$ cat src/rtl/bus_arb_pkg.sv
// Shared types and helpers for the round-robin system-bus arbiter.
// Provides the FSM state enum, default timeout and rotating first-set-bit search.
package bus_arb_pkg;

   localparam int MAX_MASTERS            = 8;
   localparam int DEFAULT_TIMEOUT_CYCLES = 256;

   typedef enum logic [1:0] {
      ST_IDLE,
      ST_GRANT,
      ST_BUSY,
      ST_RELEASE
   } arb_state_t;

   // First set bit of req searching from ptr+1 upward, wrapping at n.
   // Returns ptr when req is empty; callers qualify with |req.
   function automatic logic [2:0] rr_first_idx(
      input logic [MAX_MASTERS-1:0] req,
      input logic [2:0]             ptr,
      input int                     n
   );
      int   cand;
      logic found;
      rr_first_idx = ptr;
      found        = 1'b0;
      for (int i = 1; i <= MAX_MASTERS; i++) begin
         cand = (int'(ptr) + i) % n;
         if (i <= n && !found && req[cand]) begin
            rr_first_idx = 3'(cand);
            found        = 1'b1;
         end
      end
   endfunction

endpackage

$ cat src/rtl/rr_priority_picker.sv
// Combinational round-robin picker: winner after the pointer, wrapping.
// Ports: request/pointer in; winner_onehot, winner_idx, winner_valid out.
module rr_priority_picker
   import bus_arb_pkg::*;
#(
   parameter int NUM_MASTERS = 4
) (
   input  logic [NUM_MASTERS-1:0] request,
   input  logic [2:0]             pointer,
   output logic [NUM_MASTERS-1:0] winner_onehot,
   output logic [2:0]             winner_idx,
   output logic                   winner_valid
);

   logic [MAX_MASTERS-1:0] req_ext;

   assign winner_valid = |request;

   always_comb begin
      req_ext                    = '0;
      req_ext[NUM_MASTERS-1:0]   = request;
      winner_idx                 = rr_first_idx(req_ext, pointer, NUM_MASTERS);
      winner_onehot              = '0;
      for (int i = 0; i < NUM_MASTERS; i++) begin
         winner_onehot[i] = winner_valid && (winner_idx == 3'(i));
      end
   end

endmodule

$ cat src/rtl/bus_arbiter_rr.sv
// Round-robin system-bus arbiter holding one grant per bus transaction.
// Ports: clock, reset (async high), request/granted per master,
// begin/end/error bus strobes in, bus_idle and errorOUT out.
// Optional macro BUS_ARB_TIMEOUT_EN adds the grant/busy timeout counter.
module bus_arbiter_rr
   import bus_arb_pkg::*;
#(
   parameter int NUM_MASTERS    = 4,
   parameter int TIMEOUT_CYCLES = DEFAULT_TIMEOUT_CYCLES
) (
   input  logic                   clock,
   input  logic                   reset,
   input  logic [NUM_MASTERS-1:0] request,
   output logic [NUM_MASTERS-1:0] granted,
   input  logic                   begin_transactionIN,
   input  logic                   end_transactionIN,
   input  logic                   errorIN,
   output logic                   bus_idle,
   output logic                   errorOUT
);

   if (NUM_MASTERS < 2 || NUM_MASTERS > MAX_MASTERS ||
       TIMEOUT_CYCLES < 2) begin : g_bad_cfg
      $error("bus_arbiter_rr: unsupported configuration");
   end

   arb_state_t             state;
   logic [2:0]             ptr;
   logic [2:0]             served_idx;
   logic [NUM_MASTERS-1:0] pick_onehot;
   logic [2:0]             pick_idx;
   logic                   pick_valid;
   logic                   req_held;
   logic                   grant_expire;
   logic                   busy_expire;

   rr_priority_picker #(
      .NUM_MASTERS (NUM_MASTERS)
   ) u_picker (
      .request       (request),
      .pointer       (ptr),
      .winner_onehot (pick_onehot),
      .winner_idx    (pick_idx),
      .winner_valid  (pick_valid)
   );

   // Granted master still asking for the bus.
   assign req_held = |(request & granted);

`ifdef BUS_ARB_TIMEOUT_EN
   localparam int CNT_W = $clog2(TIMEOUT_CYCLES + 1);
   localparam logic [CNT_W-1:0] CNT_MAX  = CNT_W'(TIMEOUT_CYCLES);
   localparam logic [CNT_W-1:0] CNT_LAST = CNT_W'(TIMEOUT_CYCLES - 1);

   logic [CNT_W-1:0] tmo_cnt;

   // Counts GRANT cycles, restarts on begin, then counts BUSY cycles.
   always_ff @(posedge clock or posedge reset) begin
      if (reset) begin
         tmo_cnt  <= '0;
         errorOUT <= 1'b0;
      end else begin
         errorOUT <= (state == ST_BUSY) && (tmo_cnt == CNT_LAST) &&
                     !end_transactionIN && !errorIN;
         if (state == ST_GRANT && begin_transactionIN) begin
            tmo_cnt <= '0;
         end else if (state == ST_GRANT || state == ST_BUSY) begin
            if (tmo_cnt != CNT_MAX) begin
               tmo_cnt <= tmo_cnt + CNT_W'(1);
            end
         end else begin
            tmo_cnt <= '0;
         end
      end
   end

   // Busy expiry waits one cycle after the errorOUT pulse.
   assign grant_expire = (state == ST_GRANT) && (tmo_cnt == CNT_LAST);
   assign busy_expire  = (state == ST_BUSY) && (tmo_cnt == CNT_MAX);
`else
   assign grant_expire = 1'b0;
   assign busy_expire  = 1'b0;
   assign errorOUT     = 1'b0;
`endif

   always_ff @(posedge clock or posedge reset) begin
      if (reset) begin
         state      <= ST_IDLE;
         granted    <= '0;
         bus_idle   <= 1'b1;
         ptr        <= 3'(NUM_MASTERS - 1);
         served_idx <= 3'(NUM_MASTERS - 1);
      end else begin
         unique case (state)
            ST_IDLE: begin
               if (pick_valid) begin
                  granted    <= pick_onehot;
                  served_idx <= pick_idx;
                  bus_idle   <= 1'b0;
                  state      <= ST_GRANT;
               end
            end
            ST_GRANT: begin
               if (begin_transactionIN &&
                   (end_transactionIN || errorIN)) begin
                  granted <= '0;
                  state   <= ST_RELEASE;
               end else if (begin_transactionIN) begin
                  state   <= ST_BUSY;
               end else if (errorIN || !req_held || grant_expire) begin
                  granted <= '0;
                  state   <= ST_RELEASE;
               end
            end
            ST_BUSY: begin
               if (end_transactionIN || errorIN || busy_expire) begin
                  granted <= '0;
                  state   <= ST_RELEASE;
               end
            end
            ST_RELEASE: begin
               ptr      <= served_idx;
               bus_idle <= 1'b1;
               state    <= ST_IDLE;
            end
            default: begin
               granted  <= '0;
               bus_idle <= 1'b1;
               state    <= ST_IDLE;
            end
         endcase
      end
   end

   // A master may only start a transfer once it holds the bus.
   a_no_begin_idle: assert property (@(posedge clock) disable iff (reset)
      !(state == ST_IDLE && begin_transactionIN));

   a_grant_onehot0: assert property (@(posedge clock) disable iff (reset)
      $onehot0(granted));

   a_grant_state: assert property (@(posedge clock) disable iff (reset)
      (granted != '0) |-> (state == ST_GRANT || state == ST_BUSY));

endmodule

$ cat config.mk
export PLATFORM = sky130hd
export DESIGN_NAME = bus_arbiter_rr
export DESIGN_NICKNAME = d
export VERILOG_FILES = /design/src/rtl/bus_arb_pkg.sv /design/src/rtl/rr_priority_picker.sv /design/src/rtl/bus_arbiter_rr.sv
export SDC_FILE = /design/constraint.sdc
export NUM_CORES = 1
export LEC_CHECK = 0
export ABC_AREA = 1
export CAP_MARGIN = 30
export CORE_UTILIZATION = 47
export DETAILED_ROUTE_END_ITERATION = 10
export GPL_TIMING_DRIVEN = 0
export PLACE_DENSITY = 0.74
export REMOVE_ABC_BUFFERS = 1
export SLEW_MARGIN = 20
export SYNTH_ARGS = -nofsm -noshare
export SYNTH_HDL_FRONTEND = slang
export SYNTH_SLANG_ARGS = --single-unit
$ cat constraint.sdc
create_clock -name clock -period 1.3 [get_ports clock]
set_input_delay 0.26 -clock clock [delete_from_list [all_inputs] [get_ports clock]]
set_output_delay 0.26 -clock clock [all_outputs]
set_load 0.02 [all_outputs]
Yosys cells after proc, flatten, opt, wreduce, memory -nomap -nowiden
Index checks and enable logic that the tools add are counted.

word-level totals
  register bits = 13
  latch bits = 0
  memory bits (writable) = 0
  bits in read-only memories = 0
  input port bits = 9
  output and inout port bits = 6
  word-level logic and storage cells = 90
  memories kept = 0

operators by class
  $add $sub $neg = 4
  $mul = 0
  div/mod/pow operators = 0
  $lt $le $gt $ge = 4
  equality and inequality tests = 11
  shifts and indexed selects = 0
  muxes and demuxes = 33
  bitwise logic cells = 5
  reduce and logical (&&, ||, !) cells = 28

operator list
  kind                                                        count
  less-than comparator 3 x 5 -> 1 bit, second input constant  4
  two-way mux 4 bit                                           5
  binary-select mux 1 bit (select 3 bit)                      4
  two-way mux 1 bit                                           12
  two-way mux 3 bit                                           4
  case mux 4 bit (3 select lines)                             1
  two-way mux 2 bit                                           5
  logical AND 1 bit                                           8
  case mux 2 bit (4 select lines)                             1
  OR reduction 2 bit                                          4
  OR reduction 4 bit                                          2
  equality test 3 x 2 -> 1 bit, second input constant         2
  inequality test 3 bit, second input constant                2
  AND reduction 5 bit                                         1
  adder 2 x 1 -> 2 bit, second input constant                 2
  adder 2 bit, second input constant                          2
  bitwise AND 1 bit, first input constant                     4
  bitwise AND 4 bit                                           1
  equality test 2 bit, second input constant                  2
  logical NOT 1 bit                                           4
  inequality test 4 bit, second input constant                1
  AND reduction 2 bit                                         2
  equality test 3 x 1 -> 1 bit, second input constant         1
  logical NOT 3 bit                                           1
  9 further kinds                                             10

Longest topological paths before layout
Gate-level depths: netlist of run 1.

  depth in word-level cells = 20
  depth in mapped cells = 13
  mapped depth without buffers = 12

Hierarchy
From an unflattened synthesis of run 1, not the netlist that was laid out.

second synthesis, totals
  cells, all modules = 166
  area, all modules = 1184.9 um^2

modules (own cells, without submodules)
  module              times used  cells each  area each (um^2)  seq. area each (um^2)
  bus_arbiter_rr      1           89          765.7             331.6
  rr_priority_picker  1           77          419.2             0.0

Least setup slack after synthesis of run 1
Ideal clock, no wire load.

  path type = reg-to-reg
  start = register ptr[0]
  end = register granted[0]
  setup time = 0.120 ns
  arrival = 1.356 ns
  data required time = 1.180 ns
  setup slack = -0.177 ns
  stages on the path, launching flop included = 13
  buffers on the path = 1
  period minus slack after synthesis = 1.477 ns
  cells stage by stage = dfstp_2 -> buf_6 -> inv_6 -> nand2_1 -> nand2_2 -> nand2_4 -> nand2_4 -> o21ai_1 -> nand2_1 -> nand2_1 -> nand2_1 -> nand2_1 -> nand2_1

between the ends
  longest elaborated chain between the ends = 20
  elaborated cells on any way between the ends = 41
  those cells by class = add/sub (4); mux (21); bitwise (4); reduce/logical (12)

ends and longest elaborated chain
  item                                                  line                      text
  start, declared                                       bus_arbiter_rr.sv:28      logic [2:0] ptr;
  start signal, assigned                                bus_arbiter_rr.sv:91      ptr <= 3'(NUM_MASTERS - 1);
  start signal, assigned                                bus_arbiter_rr.sv:122     ptr <= served_idx;
  adder 2 x 1 -> 2 bit                                  bus_arb_pkg.sv:27         cand = (int'(ptr) + i) % n;
  OR reduction 2 bit (no line)                          -
  bitwise AND 1 bit (no line)                           -
  binary-select mux 1 bit (select 3 bit)                bus_arb_pkg.sv:28         if (i <= n && !found && req[cand]) begin
  two-way mux 1 bit (not written as such) (2 in a row)  bus_arb_pkg.sv:28
  two-way mux 1 bit                                     bus_arb_pkg.sv:28
  logical NOT 1 bit                                     bus_arb_pkg.sv:28
  logical AND 1 bit                                     bus_arb_pkg.sv:28
  (+3 left out)                                         -
  two-way mux 1 bit                                     bus_arb_pkg.sv:28
  logical NOT 1 bit                                     bus_arb_pkg.sv:28
  logical AND 1 bit                                     bus_arb_pkg.sv:28
  two-way mux 3 bit (*)                                 bus_arb_pkg.sv:28
  logical NOT 3 bit (*)                                 rr_priority_picker.sv:25  winner_onehot[i] = winner_valid && (winner_idx == 3'(i));
  logical AND 1 bit (*)                                 rr_priority_picker.sv:25
  two-way mux 4 bit (*)                                 bus_arbiter_rr.sv:96      if (pick_valid) begin
  case mux 4 bit (3 select lines) (*)                   bus_arbiter_rr.sv:94      unique case (state)
  end signal, assigned                                  bus_arbiter_rr.sv:97      granted <= pick_onehot;
  end, declared                                         bus_arbiter_rr.sv:14      output logic [NUM_MASTERS-1:0] granted,

Mark *: on every way between the ends. The rest lies on a longest branch, timed or not. The select of a mux whose other input is x is not followed.
A chain may end at the register's enable or synchronous reset.

Worst setup path in the final report of run 1
  start = register ptr[0]
  end = register granted[1]

between the ends
  longest elaborated chain between the ends = 20
  elaborated cells on any way between the ends = 41
  those cells by class = add/sub (4); eq/ne (1); mux (21); bitwise (4); reduce/logical (11)

ends and longest elaborated chain
  item                                                  line
  adder 2 x 1 -> 2 bit                                  bus_arb_pkg.sv:27
  OR reduction 2 bit (no line)                          -
  bitwise AND 1 bit (no line)                           -
  binary-select mux 1 bit (select 3 bit)                bus_arb_pkg.sv:28
  two-way mux 1 bit (not written as such) (2 in a row)  bus_arb_pkg.sv:28
  two-way mux 1 bit                                     bus_arb_pkg.sv:28
  logical NOT 1 bit                                     bus_arb_pkg.sv:28
  logical AND 1 bit                                     bus_arb_pkg.sv:28
  (+3 left out)                                         -
  two-way mux 1 bit                                     bus_arb_pkg.sv:28
  logical NOT 1 bit                                     bus_arb_pkg.sv:28
  logical AND 1 bit                                     bus_arb_pkg.sv:28
  two-way mux 3 bit (*)                                 bus_arb_pkg.sv:28
  equality test 3 x 1 -> 1 bit (*)                      rr_priority_picker.sv:25
  logical AND 1 bit (*)                                 rr_priority_picker.sv:25
  two-way mux 4 bit (*)                                 bus_arbiter_rr.sv:96
  case mux 4 bit (3 select lines) (*)                   bus_arbiter_rr.sv:94

Marks and branches as above.

==> results of run 1 <==
==> report_power, final <==
group,internal [mW],switching [mW]
Combinational,1.26,1.74
Sequential,0.549,0.144
Clock,0.114,0.125
==> registers in the layout, indices dropped and copies added, names as in the netlist <==
signal      cells
granted         4
ptr             2
bus_idle        1
served_idx      2
state           2
==> cells by family after synthesis <==
| family | synth area share |
|---|---|
| AOI/OAI and AO/OA | 0.08289 |
| adders and majority gates | 0.06684 |
| DFF | 0.3008 |
| buffers and inverters | 0.09627 |
| and+or+nand+nor | 0.4492 |
| other | 0.004007 |
==> final cells by class <==
cell class | instances | area (um2)
clock buffer | 3 | 22.52
clock inverter | 1 | 5.005
fill | 121 | 400.4
inverter | 17 | 73.82
multi-input combinational | 110 | 693.2
sequential | 11 | 281.5
tap | 25 | 31.28
timing repair buffer | 34 | 294.0
==> routing by layer <==
layer	GRT usage	up-vias	wire length, um	part of all wire
met1	0.2743	488	1106	0.40
met5	0	-	0	0
met2	0.5083	30	1498	0.54
li1	-	503	-	-
met3	0.08235	7	103	0.037
met4	0.09714	0	44	0.016
==> worst reg2reg max path, delay by kind of cell, from the launching register on <==
family | cells | cell delay, ns
compound gates | 1 | 0.21
buf+inv | 1 | 0.13
flops | 1 | 0.66
simple gates | 8 | 0.59
==> worst max-delay path by stage <==
stage / to
6_report: granted[1]$_DFFE_PP0P_
5_1_grt: granted[1]$_DFFE_PP0P_
4_1_cts: granted[3]$_DFFE_PP0P_
3_5_place_dp: granted[2]$_DFFE_PP0P_
3_3_place_gp: granted[2]$_DFFE_PP0P_
2_1_floorplan: granted[3]$_DFFE_PP0P_
==> timing repair <==
| item | in CTS | in global routing |
|---|---|---|
| resized for setup | 38 | 13 |
| setup endpoints to repair | 13 | 9 |
| gates cloned | 0 | 0 |
| pin swaps | 10 | 8 |
| setup buffers | 21 | 0 |
==> cell usage in the layout, fill, tap and decap left out, types with 6 or more instances in the layout <==
cell type,netlist,routed
nand2_1,54,46
buf_4,1,16
nand2_2,10,15
inv_1,13,8
nand3_2,0,6
inv_2,2,6
o21ai_0,6,6
dfrtp_1,6,6
clkdlybuf4s50_1,0,6
dlygate4sd2_1,0,6
==> results.yml, run 1 <==
outcome:
  status: "finished, violations left"
  violations: "negative setup slack"
critical_path:
  ff2ff_path_depth: 10
  worstSetupStartpointType: "register"
  critical_path_cell_count: 10
  worstSetupEndpointType: "register"
  critPathBufInv: 1
  critPathSlowestCell: "dfstp_2"
  path_class: "reg -> reg"
  cpMostUsedCell: "nand2_1"
  rr_endpoint: "granted[1]$_DFFE_PP0P_"
  rrSetupSlack_ns: -0.41
  worstPathMaxFanout: 7
  required_ns: 1.46
  cp_slowest_stage_delay_ns: 0.66
  arrival_ns: 1.87
  critPathLaunch: "ptr[0]$_DFFE_PP1P_"
  crit_chain: "buf_6 > nand2_1 > nand3_2 > nand2_2 > o21ai_4 > nand2_1 > nand2_1 > nand2_2 > nand2_1 > nand2_1"
  cpLargestDelayFamily: "flip-flops"
  reg2reg_from: "ptr[0]$_DFFE_PP1P_"
pwr:
  p_leak_nw: 0.7235
  power_density_nw_per_um2: 2800
  ir_worst_vdd_uv: 1524
  total_power_mw: 3.924
floorplan:
  ios: 15
  start_util: 0.5194
  die_h_um: 46.63
  core_area_um2: 1802
  die_w_um: 46.63
  rows: 15
  die_area_um2: 2174
drt:
  vias_per_cell: 5.114
  drt-wirelength-per-cell_um: 13.69
  dr.pass1.iters: 4
  drt_iter0_markers: 31
  num_vias: 1028
  ant_nets: 0
  drc: 0
  wl_um: 2752
timing:
  skew_ns: 0.01422
  hold_viol: 0
  slew_viol_final: 0
  tns_ns: -2.573
  worst_slack_ns: -0.4121
  fmax_mhz: 584.1
  holdWs_ns: 0.2676
  period_share: 1.317
  rsz0062_at_grt: "yes"
  finalCriticalPeriod_ns: 1.712
  setup_viol: 9
synth:
  synth_cell_types: 23
  synth_area_per_cell_um2: 6.685
  ys_warn_count: 0
  synthArstFlopShare: 1.000
  synth_most_common_cell: "nand2_1"
  synth_cells: 140
  synth-main-ff-cell: "dfrtp_1"
  synth_seq_area_share: 0.3008
  netlist_area_um2: 935.9
  ys_seq_elements: 11
  yosys.area.top_type_share: 0.2166
  synthTopCellsByArea: "nand2_1 22%, dfrtp_1 16%, dfstp_2 14%"
  synth_largest_area_cell: "nand2_1"
  synth_edf_count: 0
  synth_common_cells: "54 x nand2_1, 13 x inv_1, 11 x nand3_1"
cells_and_area:
  design_area_um2: 1401
  drive_above_1_share: 0.4489
  num-nets-final: 191
  final_cells: 201
  n_antenna_cell: 0
  area_growth_pct: 49.73
  utilization: 0.7778
cts:
  clockBufferDepth: 2
  htreeDepth: 1
  cts_root_buffer: "clkbuf_4"
  cts_hold_buf: 0
  insertion_delay_ns: 0.28
  cts_tree: "done"
  numCtsBuffers: 3
  clock-sinks: 11
  clkTransAtPathRegs_ns: 0.08
global_routing:
  grt_pass1_vias: 1002
  antenna_found_initial: 0
  grt_use_total: 0.2700
  grt_pass1_wl_um: 4043
  overflow: 0
  grt_max_degree: 12
placement:
  dp_slack_ns: -0.4696
  port_buffers: 13
  place_area_um2: 1079
  post-place-cells: 176
  place_congestion: 0.7989
  dp_hpwl_um: 1502
worst_hold_path:
  hold_class: "in -> async"
flow_run:
  drv_cap: 0
Note: power is estimated with default switching activity, not from simulation.
==> run 2: changes to the inputs <==
--- a/config.mk
+++ b/config.mk
@@ -8,10 +8,12 @@
 export ABC_AREA = 1
 export CAP_MARGIN = 30
 export CORE_UTILIZATION = 47
+export CTS_CLUSTER_SIZE = 8
 export DETAILED_ROUTE_END_ITERATION = 10
 export GPL_TIMING_DRIVEN = 0
 export PLACE_DENSITY = 0.74
 export REMOVE_ABC_BUFFERS = 1
+export SKIP_CTS_REPAIR_TIMING = 1
 export SLEW_MARGIN = 20
 export SYNTH_ARGS = -nofsm -noshare
 export SYNTH_HDL_FRONTEND = slang
==> results.yml, run 2 (synthesis results as in run 1) <==
drt:
  drt_iter0_markers: 16
  ant_nets: 0
  dr.pass1.iters: 4
  num_vias: 921
  drt-wirelength-per-cell_um: 11.25
  vias_per_cell: 4.952
  wl_um: 2092
  drc: 0
worst_hold_path:
  hold_class: "in -> async"
placement:
  port_buffers: 13
  dp_hpwl_um: 1502
  place_congestion: 0.7989
  post-place-cells: 176
  dp_slack_ns: -0.4696
  place_area_um2: 1079
flow_run:
  drv_cap: 0
critical_path:
  worstSetupStartpointType: "register"
  cpLargestDelayFamily: "simple AND/OR/NAND/NOR gates"
  crit_chain: "buf_4 > nand2_1 > nand3_1 > nand2_2 > inv_2 > nand3_1 > nand3_1 > nand2_2 > nand2_1 > nand2_1"
  critPathSlowestCell: "dfstp_2"
  cp_slowest_stage_delay_ns: 0.64
  required_ns: 1.47
  critPathBufInv: 2
  arrival_ns: 1.83
  path_class: "reg -> reg"
  worstSetupEndpointType: "register"
  worstPathMaxFanout: 8
global_routing:
  grt_max_degree: 12
  grt_pass1_vias: 745
  antenna_found_initial: 0
  grt_pass1_wl_um: 3008
  overflow: 0
  grt_use_total: 0.1989
pwr:
  p_leak_nw: 0.6863
  power_density_nw_per_um2: 2624
  total_power_mw: 3.270
  ir_worst_vdd_uv: 1536
outcome:
  violations: "negative setup slack"
  status: "finished, violations left"
cells_and_area:
  final_common_cell: "nand2_1"
  final_cells: 186
  num-nets-final: 176
  largest_register: "granted"
  final_cell_mix: "50 x nand2_1, 13 x nand2_2, 10 x nand3_1, 8 x inv_1, 8 x clkdlybuf4s50_1"
  n_antenna_cell: 0
  design_area_um2: 1246
  utilization: 0.6917
  largest_reg_flops: 4
  area_growth_pct: 33.16
  drive_above_1_share: 0.3478
cts:
  clkTransAtPathRegs_ns: 0.07
  cts_tree: "done"
  clockBufferDepth: 2
  cts_root_buffer: "clkbuf_4"
  insertion_delay_ns: 0.28
  clock-sinks: 11
  htreeDepth: 1
  numCtsBuffers: 3
floorplan:
  rows: 15
  ios: 15
  core_area_um2: 1802
  die_w_um: 46.63
  die_area_um2: 2174
  die_h_um: 46.63
  start_util: 0.5194
timing:
  finalCriticalPeriod_ns: 1.665
  rsz0062_at_grt: "yes"
  setup_viol: 8
  skew_ns: 0.004991
  hold_viol: 0
  period_share: 1.281
  fmax_mhz: 600.5
  tns_ns: -2.132
  slew_viol_final: 0
  holdWs_ns: 0.2700
  worst_slack_ns: -0.3652
[run 2: cell count changes in the layout (fill, tap and decap cells not counted), moves of 4 or more]
cell	delta
buf_4	-11
dlygate4sd2_1	-6
nand3_1	+5
nand3_2	-5
buf_6	-4
dlymetal6s2s_1	+4
nand2_1	+4
[run 2: path summary, 6_finish.rpt]
kind,startpoint,endpoint,slack (ns),cells past startpoint
max,ptr[0]$_DFFE_PP1P_,granted[2]$_DFFE_PP0P_,-0.37,10
min reg2reg,served_idx[1]$_DFFE_PP1P_,served_idx[1]$_DFFE_PP1P_,0.48,2
min,reset,state[1]$_DFFE_PP0P_,0.27,2
max reg2reg,ptr[0]$_DFFE_PP1P_,granted[2]$_DFFE_PP0P_,-0.37,10
max in group asynchronous,reset,ptr[0]$_DFFE_PP1P_,0.70,2
min in group clock,served_idx[1]$_DFFE_PP1P_,served_idx[1]$_DFFE_PP1P_,0.48,2
[run 2: cell type report]
class                           count  area, um2
Inverter                           17      73.82
Tap cell                           25      31.28
Timing Repair Buffer               19      183.9
Fill cell                         152      555.5
Clock inverter                      1      5.005
Multi-Input combinational cell    110      646.9
Sequential cell                    11      282.8
Clock buffer                        3      22.52
[run 2: layer usage]
metal  global-route usage  routed length (um)  vias up
met2               0.3472                1073       19
met4              0.03429                  23        0
met5                    0                   0        -
met1               0.2427                 899      418
li1                     -                   -      480
met3              0.05882                  97        4
[run 2: power by group]
group          internal [mW]  total (mW)  switching (mW)
clock network          0.114       0.238           0.124
registers              0.552       0.707           0.156
logic                  0.916        2.32            1.41
total                   1.58        3.27            1.69
==> run 3: changes to the inputs <==
--- a/config.mk
+++ b/config.mk
@@ -8,9 +8,9 @@
 export ABC_AREA = 1
 export CAP_MARGIN = 30
 export CORE_UTILIZATION = 47
-export CTS_CLUSTER_SIZE = 8
+export CTS_CLUSTER_SIZE = 28
 export DETAILED_ROUTE_END_ITERATION = 10
-export GPL_TIMING_DRIVEN = 0
+export GPL_TIMING_DRIVEN = 1
 export PLACE_DENSITY = 0.74
 export REMOVE_ABC_BUFFERS = 1
 export SKIP_CTS_REPAIR_TIMING = 1
==> results.yml, run 3 (synthesis results as in run 1) <==
floorplan:
  ios: 15
  die_h_um: 46.63
  core_area_um2: 1802
  die_w_um: 46.63
  start_util: 0.5194
  rows: 15
  die_area_um2: 2174
critical_path:
  ff2ff_path_depth: 11
  worstPathMaxFanout: 8
  cpLargestDelayFamily: "simple AND/OR/NAND/NOR gates"
  required_ns: 1.47
  worstSetupStartpointType: "register"
  crit_chain: "inv_6 > nand2_2 > nand2_2 > nand2_4 > nand2_4 > inv_4 > nand3_1 > nand3_2 > nand2_2 > nand2_1 > nand2_1"
  rrSetupSlack_ns: -0.38
  worstSetupEndpointType: "register"
  cpMostUsedCell: "nand2_2"
  rr_endpoint: "granted[2]$_DFFE_PP0P_"
  critPathBufInv: 2
  path_class: "reg -> reg"
  reg2reg_from: "ptr[0]$_DFFE_PP1P_"
  cp_slowest_stage_delay_ns: 0.66
  arrival_ns: 1.86
  critPathSlowestCell: "dfstp_2"
pwr:
  p_leak_nw: 0.7832
  power_density_nw_per_um2: 2752
  ir_worst_vdd_uv: 1568
  total_power_mw: 3.850
cts:
  cts_root_buffer: "clkbuf_4"
  clock-sinks: 11
  numCtsBuffers: 3
  htreeDepth: 1
  clkTransAtPathRegs_ns: 0.07
  cts_tree: "done"
  clockBufferDepth: 2
  insertion_delay_ns: 0.28
timing:
  finalCriticalPeriod_ns: 1.682
  slew_viol_final: 0
  skew_ns: 0.006533
  setup_viol: 9
  holdWs_ns: 0.2851
  fmax_mhz: 594.5
  hold_viol: 0
  worst_slack_ns: -0.3822
  rsz0062_at_grt: "yes"
  period_share: 1.294
global_routing:
  overflow: 0
  grt_max_degree: 12
  antenna_found_initial: 0
  grt_pass1_vias: 850
  grt_use_total: 0.2186
  grt_pass1_wl_um: 3374
placement:
  place_congestion: 0.8186
  port_buffers: 13
  post-place-cells: 192
  dp_hpwl_um: 1669
  dp_slack_ns: -0.4433
outcome:
  violations: "negative setup slack"
  status: "finished, violations left"
cells_and_area:
  nFillCells: 131
  utilization: 0.7764
  final_cells: 203
  drive_above_1_share: 0.4326
  largest_register: "granted"
  final_cell_mix: "44 x nand2_1, 22 x buf_4, 19 x nand2_2, 9 x inv_1, 8 x clkdlybuf4s50_1"
  largest_reg_flops: 4
  multi_input_area_um2: 669.4
  seqCellArea_um2: 281.5
  final_common_cell: "nand2_1"
  area_growth_pct: 49.47
  n_antenna_cell: 0
  num-nets-final: 193
drt:
  drc: 0
  ant_nets: 0
  drt_iter0_markers: 33
  drt-wirelength-per-cell_um: 12.71
  num_vias: 1013
  dr.pass1.iters: 4
  vias_per_cell: 4.990
  wl_um: 2581
flow_run:
  drv_cap: 0
worst_hold_path:
  hold_class: "in -> async"
## run 3: worst max-delay path by stage
stage / start / end / slack, ns / cells past startpoint
2_1_floorplan: ptr[0]$_DFFE_PP1P_ / granted[3]$_DFFE_PP0P_ / -0.18 / 11
3_3_place_gp: request[2] / granted[2]$_DFFE_PP0P_ / -0.42 / 10
3_5_place_dp: request[2] / granted[2]$_DFFE_PP0P_ / -0.44 / 10
4_1_cts: bus_idle$_DFFE_PP1P_ / bus_idle / -0.36 / 1
5_1_grt: ptr[0]$_DFFE_PP1P_ / granted[3]$_DFFE_PP0P_ / -0.45 / 11
6_report: ptr[0]$_DFFE_PP1P_ / granted[2]$_DFFE_PP0P_ / -0.38 / 11
## run 3: area by class of cell
cell class,instances,share of cell area
flip-flops and latches,11,0.2013
well taps,25,0.02236
repair buffers,36,0.2281
inverters,17,0.05098
clock buffers,4,0.01878
multi-input cells,110,0.4785
## run 3: worst register-to-register path: stages (launching register included)
cell and delay, ns:
dfstp_2 0.66, inv_6 0.07, nand2_2 0.06, nand2_2 0.07
nand2_4 0.10, nand2_4 0.09, inv_4 0.08, nand3_1 0.13
nand3_2 0.12, nand2_2 0.08, nand2_1 0.08, nand2_1 0.05
## run 3: metrics by stage
step | cell area, um2 | TNS [ns]
2_1_floorplan | 917.1 | -0.9191
3_3_place_gp | 1199 | -3.161
3_5_place_dp | 1199 | -3.464
4_1_cts | 1225 | -3.390
5_1_grt | 1399 | -2.951
6_report | 1399 | -2.363
## run 3: power by group
group	total [mW]	internal [mW]	switching (mW)
logic	2.90	1.25	1.65
registers	0.703	0.548	0.155
clock network	0.243	0.119	0.124
## run 3: routing by layer
layer  GRT usage  routed length [um]  up-vias
li1            -                   -      511
met1      0.2649                1128      462
met2      0.3972                1313       33
met3     0.04706                 102        7
met4     0.03429                  36        0
met5           0                   0        -
